$ cat src/rtl/mem_port_arbiter.sv
// Shares one pipelined memory between the CPU32 fetch and data ports: picks one
// request per cycle, screens alignment, and steers the next-cycle response home.
module mem_port_arbiter #(
    parameter int MAX_DM_STREAK = 4
) (
    input  logic        clock,
    input  logic        reset,
    input  logic        im_req,
    input  logic [31:0] im_addr,
    output logic        im_ready,
    output logic        im_rvalid,
    output logic [31:0] im_rdata,
    output logic        im_err,
    input  logic        dm_req,
    input  logic [31:0] dm_addr,
    input  logic [3:0]  dm_width,
    input  logic        dm_write,
    input  logic [31:0] dm_wdata,
    output logic        dm_ready,
    output logic        dm_rvalid,
    output logic [31:0] dm_rdata,
    output logic        dm_err,
    output logic [31:0] mem_address,
    output logic [3:0]  mem_width,
    output logic        mem_write_en,
    output logic [31:0] mem_data_in,
    input  logic [31:0] mem_data_out
);

    typedef enum logic [1:0] {
        OWNER_NONE = 2'd0,
        OWNER_IM   = 2'd1,
        OWNER_DM   = 2'd2
    } owner_t;

    localparam logic [3:0] STREAK_MAX = 4'(MAX_DM_STREAK);

    owner_t     resp_owner, resp_owner_next;
    logic       resp_err, resp_err_next;
    logic       resp_store, resp_store_next;
    logic [3:0] streak, streak_next;
    logic       grant_dm, grant_im;
    logic       im_legal, dm_legal;

    // Data wins ties until it has starved fetch for MAX_DM_STREAK grants.
    always_comb begin
        grant_dm = !reset && dm_req && (!im_req || (streak != STREAK_MAX));
        grant_im = !reset && im_req && !grant_dm;
    end

    always_comb begin
        im_legal = (im_addr[1:0] == 2'b00);
        case (dm_width)
            4'd1:    dm_legal = 1'b1;
            4'd2:    dm_legal = !dm_addr[0];
            4'd4:    dm_legal = (dm_addr[1:0] == 2'b00);
            default: dm_legal = 1'b0;
        endcase
    end

    assign im_ready = grant_im;
    assign dm_ready = grant_dm;

    always_comb begin
        streak_next = streak;
        if (!im_req || grant_im) begin
            streak_next = 4'd0;
        end else if (grant_dm && (streak != STREAK_MAX)) begin
            streak_next = streak + 4'd1;
        end
    end

    // An illegal grant still presents its address but a zero width, so the memory ignores it.
    always_comb begin
        mem_address  = 32'h0;
        mem_width    = 4'd0;
        mem_write_en = 1'b0;
        mem_data_in  = 32'h0;
        if (grant_dm) begin
            mem_address = dm_addr;
            if (dm_legal) begin
                mem_width = dm_width;
                if (dm_write) begin
                    mem_write_en = 1'b1;
                    mem_data_in  = dm_wdata;
                end
            end
        end else if (grant_im) begin
            mem_address = im_addr;
            if (im_legal) begin
                mem_width = 4'd4;
            end
        end
    end

    always_comb begin
        resp_owner_next = OWNER_NONE;
        resp_err_next   = 1'b0;
        resp_store_next = 1'b0;
        if (grant_dm) begin
            resp_owner_next = OWNER_DM;
            resp_err_next   = !dm_legal;
            resp_store_next = dm_write;
        end else if (grant_im) begin
            resp_owner_next = OWNER_IM;
            resp_err_next   = !im_legal;
        end
    end

    always_ff @(posedge clock) begin
        if (reset) begin
            resp_owner <= OWNER_NONE;
            resp_err   <= 1'b0;
            resp_store <= 1'b0;
            streak     <= 4'd0;
        end else begin
            resp_owner <= resp_owner_next;
            resp_err   <= resp_err_next;
            resp_store <= resp_store_next;
            streak     <= streak_next;
        end
    end

    // Gating with reset drops a response that was in flight when reset arrived.
    always_comb begin
        im_rvalid = !reset && (resp_owner == OWNER_IM);
        dm_rvalid = !reset && (resp_owner == OWNER_DM);
        im_err    = im_rvalid && resp_err;
        dm_err    = dm_rvalid && resp_err;
        im_rdata  = 32'h0;
        dm_rdata  = 32'h0;
        if (im_rvalid && !resp_err) begin
            im_rdata = mem_data_out;
        end
        if (dm_rvalid && !resp_err && !resp_store) begin
            dm_rdata = mem_data_out;
        end
    end

endmodule

$ cat config.mk
export PLATFORM = sky130hd
export DESIGN_NAME = mem_port_arbiter
export DESIGN_NICKNAME = d
export VERILOG_FILES = /design/src/rtl/mem_port_arbiter.sv
export SDC_FILE = /design/constraint.sdc
export NUM_CORES = 1
export LEC_CHECK = 0
export CAP_MARGIN = 20
export CORE_AREA = 2 2 107 109
export CTS_BUF_LIST = sky130_fd_sc_hd__clkbuf_2
export CTS_CLUSTER_DIAMETER = 150
export DETAILED_ROUTE_END_ITERATION = 8
export DIE_AREA = 0 0 109 111
export PLACE_DENSITY = 0.65
export SYNTH_ARGS = -nofsm -noshare
export SYNTH_HDL_FRONTEND = slang
export SYNTH_SLANG_ARGS = --single-unit
$ cat constraint.sdc
create_clock -name clock -period 2 [get_ports clock]
set_clock_uncertainty 0.15 [all_clocks]
set_input_delay 0.3 -clock clock [delete_from_list [all_inputs] [get_ports clock]]
set_output_delay 0.3 -clock clock [all_outputs]
set_load 0.01 [all_outputs]
Word-level counts from Yosys, hierarchy flattened
Cells that the tools add are included.
{ "word_totals": {"reg_bits": 8, "latchBits": 0, "mem_bits_rw": 0, "rom_bits": 0, "in_bits": 137, "out_inout_bits": 139, "elab_cells": 59, "n_memories": 0} }
{ "classes": {"n_addsub": 1, "n_mul": 0, "div": 0, "order_cmp": 0, "eq_ne": 6, "shift": 0, "muxes": 19, "n_bitwise": 1, "reduce_logical": 27} }
{ "op_table": {"columns": ["cell", "n"], "rows": [
  ["32-bit 2-to-1 mux", 7],
  ["1-bit logical AND", 12],
  ["1-bit logical NOT", 8],
  ["4-bit 2-to-1 mux", 2],
  ["1-bit 2-to-1 mux", 6],
  ["3-bit 2-to-1 mux", 2],
  ["2-bit OR reduction", 3],
  ["4-bit by 1-bit adder with 4-bit output, second input constant", 1],
  ["4-bit by 1-bit == test with 1-bit output, second input constant", 1],
  ["4-bit by 2-bit == test with 1-bit output, second input constant", 1],
  ["4-bit by 3-bit == test with 1-bit output, second input constant", 1],
  ["2-bit logical NOT", 2],
  ["4-bit by 3-bit != test with 1-bit output, second input constant", 1],
  ["1-bit one-hot mux with 3 select lines", 1],
  ["2-bit by 1-bit == test with 1-bit output, second input constant", 1],
  ["2-bit == test, second input constant", 1],
  ["1-bit logical OR", 2],
  ["2-bit 2-to-1 mux", 1],
  ["1-bit NOT", 1]
]} }

Longest topological paths before layout
Gate-level depths: netlist of run 1.
{ "depth": {"word_depth": 7, "depth_mapped": 8, "ltp_nobuf": 6} }

Worst setup path before layout of run 1
Ideal clock, no wire load.
{ "synth_path": {"path_type": "register -> output", "start": "reg streak[0]", "end": "out mem_data_in[21]", "arrival_time_ps": 1686, "required_time_ps": 1550, "setup_slack_ps": -136, "stages_incl_launch_ff": 9, "path_buffers": 2, "cell_sequence": "dfxtp_1 -> inv_1 -> ha_1 -> nand3b_1 -> o211a_1 -> clkbuf_1 -> o2111a_2 -> buf_6 -> and2_1"} }
{ "synth_via": {"elab_chain_len": 4} }
{ "synth_rtl": {"columns": ["item", "line_no", "rtl"], "rows": [
  ["from (decl)", "41", "logic [3:0] streak, streak_next;"],
  ["from (signal assigned)", "120", "streak <= streak_next;"],
  ["4-bit by 3-bit != test with 1-bit output", "47", "grant_dm = !reset && dm_req && (!im_req || (streak != STREAK_MAX));"],
  ["1-bit logical OR", "47", null],
  ["1-bit logical AND", "47", null],
  ["32-bit 2-to-1 mux", "79", "if (grant_dm) begin"],
  ["to (decl)", "26", "output logic [31:0] mem_data_in,"]
]} }
No other way between the ends.

Worst setup path after layout of run 1
{ "layout_path": {"start": "reg streak[0]", "end": "out mem_data_in[3]"} }
The elaborated chain is that of the path after synthesis.

==> results of run 1 <==
[logic make-up (layout without fill, tap and decap cells)]
kind of cell	Yosys count	count (layout)
simple gates	121	121
compound gates	41	41
buf+inv	23	364
flops	8	8
fa+ha+maj	2	2
xor+xnor	2	2
other cells	1	1
[final timing paths]
check / start / endpoint / slack, ns / depth (start not counted)
worst min register to register: streak[0] / streak[0] / 0.45 / 3
worst min-delay path: reset / resp_owner[0] / 0.43 / 4
worst max-delay path: streak[0] / mem_data_in[3] / -0.38 / 10
worst max register to register: streak[0] / resp_err / 0.40 / 7
[stage by stage]
stage               setup slack (ns)  setup TNS (ns)  std cells
floorplan                   0.000276               0        198
global placement              -0.983         -100.57        630
detailed placement            -0.985          -97.99        630
CTS                           -0.394          -26.66        674
global route                  -0.440          -33.50        682
finish                        -0.375          -23.82        682
[repair_timing]
action | CTS | global route
gates resized for setup | 640 | 118
setup endpoints to repair | 138 | 135
gates cloned | 10 | 3
pin swaps | 58 | 23
buffers inserted | 33 | 11
[where the power goes]
group          switching [uW]  internal [uW]  total (uW)
Sequential               6.99            165         172
Combinational             227            475         702
Clock                    52.5           40.9        93.4
[critical path, cell delays in order (launching register included)]
cell and delay, ns:
dfxtp_2 0.33, inv_2 0.06, ha_4 0.12, nand3b_1 0.13, o211a_4 0.31, o2111a_2 0.15, buf_6 0.12, buf_6 0.11
buf_12 0.12, and2_4 0.13, buf_6 0.12
[sequential cells by signal (all words and copies together), names as in the netlist]
register and cells:
resp_store 1, resp_owner 2, streak 4, resp_err 1
[cell usage after synthesis (all sizes together), types with 2 or more instances]
master	number	area, um^2
and2	98	613
a22o	32	280
buf	10	71.3
dfxtp	8	160
clkbuf	7	26.3
inv	6	22.5
nor2	6	22.5
nor3b	6	45.0
nand2	3	11.3
a21oi	2	10.0
ha	2	25.0
nand2b	2	12.5
o211a	2	20.0
o21ai	2	10.0
[routing by layer]
metal,vias to the layer above,global-route usage [%]
met3,12,3.53
met2,162,35.4
met4,2,3.68
li1,1355,-
met1,1297,17.3
met5,-,0
[cell type report]
cell class	count	area share, %
Multi-Input combinational cell	167	26.6
Clock buffer	3	0.278
Inverter	6	0.416
Tap cell	143	3.31
Sequential cell	8	3.05
Timing Repair Buffer	355	66.3
==> results.toml, run 1 <==
[final_layout]
area_delta_synth_final_pct = 280
multiInputGateArea_mm2 = 0.00144
postLayoutCellArea_mm2 = 0.00541
final_common_cell = "clkdlybuf4s50_1"
fin_util_pct = 48.8
drive_above_1_share_pct = 58.1
regArea_um2 = 165
layout_common_cells = "130 x clkdlybuf4s50_1, 108 x buf_6, 77 x and2_4, 41 x buf_2, 37 x buf_4"
antenna_cells = 0
finalNetCount = 680
nFillCells = 1087

[global_route]
grtUsageTotal_pct = 17.4
antenna_found_initial = 1
grt_max_degree = 25
grt_pass1_vias = 2970
grt_pass1_wl_mm = 16.3
grt-ovfl-total = 0

[routing]
via_per_inst = 4.15
firstDrtPassIters = 4
wl_met2_mm = 6.33
vias = 2828
top_layer = "met5"
wl_met3_um = 954
drt_first_iter_violations = 120
remaining_drc_errors = 0
wirelength_mm = 11.5
ant_nets = 0
wl_per_cell_um = 16.9
m1WireLength_mm = 4.03

[cts]
cts_hold_buf = 0
htreeDepth = 1
clockRootBuffer = "clkbuf_2"
tritoncts = "done"
path_clk_slew_ns = 0.07
clock-sinks = 8
clock_latency_ns = 0.23
cts_inserted_buffers = 3
clock_path_buffers = 2

[timing]
rsz0062_at_grt = "yes"
setup_viol = 126
fmax_mhz = 421
fin_hold_ws_ns = 0.430
finalMaxSlewViolations = 0
min_period_ns = 2.38
layout_setup_ws_ns = -0.375
hold_viol_final = 0
fin_crit_sh_pct = 119

[run]
drv_cap = 0

[place]
placed_area_mm2 = 0.00457
gp_congestion = 0.823
dp_hpwl_mm = 8.54
portBuffers = 274

[floorplanning]
start_util_pct = 12.9
chipHeight_um = 111
design.core.area_mm2 = 0.0111
rows = 39
die_w_um = 109
die-area_mm2 = 0.0121
io_pins = 276

[worst_setup_path]
cp_data_required_time_ns = 1.55
arrival_ns = 1.93
cp-end-kind = "output port"
path_class = "flip-flop to output port"
start_kind = "flip-flop"
path_max_fanout = 7

[synthesis]
postSynthCellCount = 198
synth-adder-area-share_pct = 1.76
ys_seq_elements = 8
synthesis.area_mm2 = 0.00142
synth_xor_xnor_area_share_pct = 1.23
ys.flop_type = "dfxtp_1"
synth_nets = 337
seq_area_frac_synth_pct = 11.2
synth_simple_gate_area_share_pct = 52.2
synth-edff-count = 0
synth_compound_area_share_pct = 24.9
synthMuxAreaShare_pct = 0
synth.distinct_cells = 28
yosysWarnings = 0
syn_area_per_cell_um2 = 7.19
synth-async-reset-ratio_pct = 0
synth_top_family_by_area = "simple AND/OR/NAND/NOR gates"

[pwr]
max-vdd-ir-drop_mv = 0.105
powerDensity_mw_per_mm2 = 179
leakagePower_uw = 0.00261
total_power_uw = 968

[min_path]
worstHoldPathType = "input pin to flip-flop"

[outcome]
violations = "negative setup slack"
outcome = "finished with violations"
No activity file was read; power rests on OpenSTA's default activity.
==> inputs of run 2 (changes only) <==
Settings changed: CTS_BUF_LIST sky130_fd_sc_hd__clkbuf_2 to sky130_fd_sc_hd__clkbuf_2 sky130_fd_sc_hd__clkbuf_4 sky130_fd_sc_hd__clkbuf_8, PLACE_DENSITY 0.65 to 0.63.
Clock period 2 ns to 2.45 ns, I/O delays scaled along.
==> run 2 against run 1 <==
Compared with the run above:
- the flow now finishes without violations
- via count shrank 5.1%
- hold slack lost 0.061 ns
- combinational power shrank 29%
- count of clock-buffer cells in the layout is the same
- wire length shrank 7.7%
- final area shrank 12%
- clock power grew 65%
- cell count shrank 5.7%
- utilization shrank 5.9 points
- critical path depth shrank 2
- power shrank 18%
- critical path type is now input pin to output port
- critical endpoint is now mem_data_in[31]
- largest power group unchanged
==> results.toml, run 2 (same netlist as run 1, synthesis figures left out) <==
[final_layout]
final_common_cell = "clkdlybuf4s50_1"
postLayoutCellArea_mm2 = 0.00476
area_delta_synth_final_pct = 234
instances_no_fill = 643
finalNetCount = 641
top_regs = "streak (4), resp_owner (2)"
drive_above_1_share_pct = 32.8
antenna_cells = 0
largest_register = "streak"
largest_reg_flops = 4
layout_common_cells = "134 x clkdlybuf4s50_1, 67 x and2_1, 54 x dlygate4sd2_1, 37 x buf_6, 32 x a22o_1"

[timing]
fmax_mhz = 414
hold_viol_final = 0
rsz0062_at_grt = "yes"
fin_crit_sh_pct = 98.6
setup_viol = 0
min_period_ns = 2.42
finalMaxSlewViolations = 0

[cts]
path_clk_slew_ns = 0.04
htreeDepth = 1
cts_inserted_buffers = 3
clockRootBuffer = "clkbuf_8"
clock_latency_ns = 0.23
clock-sinks = 8
tritoncts = "done"
cts_hold_buf = 0
clock_path_buffers = 2

[floorplanning]
chipHeight_um = 111
rows = 39
die_w_um = 109
design.core.area_mm2 = 0.0111
start_util_pct = 12.9
io_pins = 276
die-area_mm2 = 0.0121

[routing]
vias = 2683
via_per_inst = 4.17
firstDrtPassIters = 4
ant_nets = 0
wirelength_mm = 10.6
wl_per_cell_um = 16.5
remaining_drc_errors = 0
drt_first_iter_violations = 103

[global_route]
grt_pass1_vias = 2748
grtUsageTotal_pct = 16.3
grt_max_degree = 30
antenna_found_initial = 0
grt-ovfl-total = 0
grt_pass1_wl_mm = 15.2

[pwr]
swShare_pct = 27.9
power.switching_uw = 221
internal_power_uw = 570
leakagePower_uw = 0.00233
p_comb_share_pct = 62.7
max-vdd-ir-drop_mv = 0.105
p_clk_share_pct = 19.5
p_seq_share_pct = 17.8
powerDensity_mw_per_mm2 = 166

[worst_setup_path]
cp_data_required_time_ns = 1.93
start_kind = "input pin"
arrival_ns = 1.90
cp-end-kind = "output port"
path_class = "input pin to output port"
r2r_cells = 8
path_max_fanout = 8

[place]
gp_congestion = 0.864
placed_area_mm2 = 0.00446
portBuffers = 274
place_inst = 620
dp_hpwl_mm = 8.33

[min_path]
worstHoldPathType = "flip-flop to flip-flop"
holdPathStages = 2

[run]
drv_cap = 0

[outcome]
outcome = "completed"
==> run 2: changes by cell type in the layout (fill, tap and decap cells not counted), moves of 12 or more <==
| cell | delta |
|---|---|
| and2_4 | -46 |
| buf_2 | -30 |
| buf_4 | -12 |
| and2_1 | +46 |
| buf_6 | -71 |
| clkbuf_2 | +17 |
| dlygate4sd2_1 | +41 |
| clkdlybuf4s15_1 | +15 |
==> run 2: what timing repair did <==
action	in CTS	in global routing
gates cloned	6	1
setup endpoints to repair	136	93
resized for setup	381	73
buffers inserted	16	1
pin swaps	20	26
==> run 2: critical path, cell delays in order <==
cell	delay [ns]
buf_8	0.10
or3b_4	0.40
a211oi_4	0.26
o2111a_2	0.28
buf_6	0.12
buf_8	0.12
and2_4	0.15
buf_6	0.09
==> run 2: cell type report <==
| class | instances | area (um^2) |
|---|---|---|
| fill | 1118 | 6320 |
| timing repair buffer | 316 | 3050 |
| multi-input combinational | 167 | 1300 |
| tap | 143 | 179 |
| sequential | 8 | 163 |
| clock buffer | 3 | 41.3 |
| inverter | 6 | 22.5 |
==> run 2: worst paths after layout <==
path / from / endpoint / slack [ns]
worst max-delay path: dm_addr[1] / mem_data_in[31] / 0.03
worst min-delay path: streak[3] / streak[3] / 0.37
worst max register to register: streak[1] / resp_err / 0.71
worst min register to register: streak[3] / streak[3] / 0.37
==> run 2: through the flow <==
step / setup TNS [ns] / worst slack, ns / utilization [%] / total power (uW) / hold WS, ns
finish: 0 / 0.0338 / 42.9 / 791 / 0.369
global route: -0.139 / -0.0146 / 42.9 / 835 / 0.375
CTS: -0.0526 / -0.00674 / 43.9 / 798 / 0.371
detailed placement: -58.65 / -0.757 / 40.3 / 630 / 0.367
global placement: -59.00 / -0.760 / 40.3 / 625 / 0.336
floorplan: 0 / 0.246 / - / 253 / 0.280
==> run 2: routing by layer <==
layer | share of wire [%] | track usage [%] | up-vias | routed length, um
met2 | 51 | 31.0 | 176 | 5460
met5 | 0 | 0 | - | 0
met1 | 36 | 17.5 | 1216 | 3800
met4 | 2.2 | 4.70 | 0 | 235
met3 | 11 | 3.70 | 15 | 1130
li1 | - | - | 1276 | -
==> run 2: power groups by stage <==
stage	Combinational (uW)	Clock (uW)	Sequential, uW
CTS	498	159	141
global route	527	166	142
global placement	485	0	141
detailed placement	489	0	141
finish	495	154	141
floorplan	114	0	140
==> inputs of run 3 (changes only) <==
Settings changed: CAP_MARGIN 20 to unset.
==> results of run 3 <==
The final DEF is identical to that of run 2; final timing and power are the same.
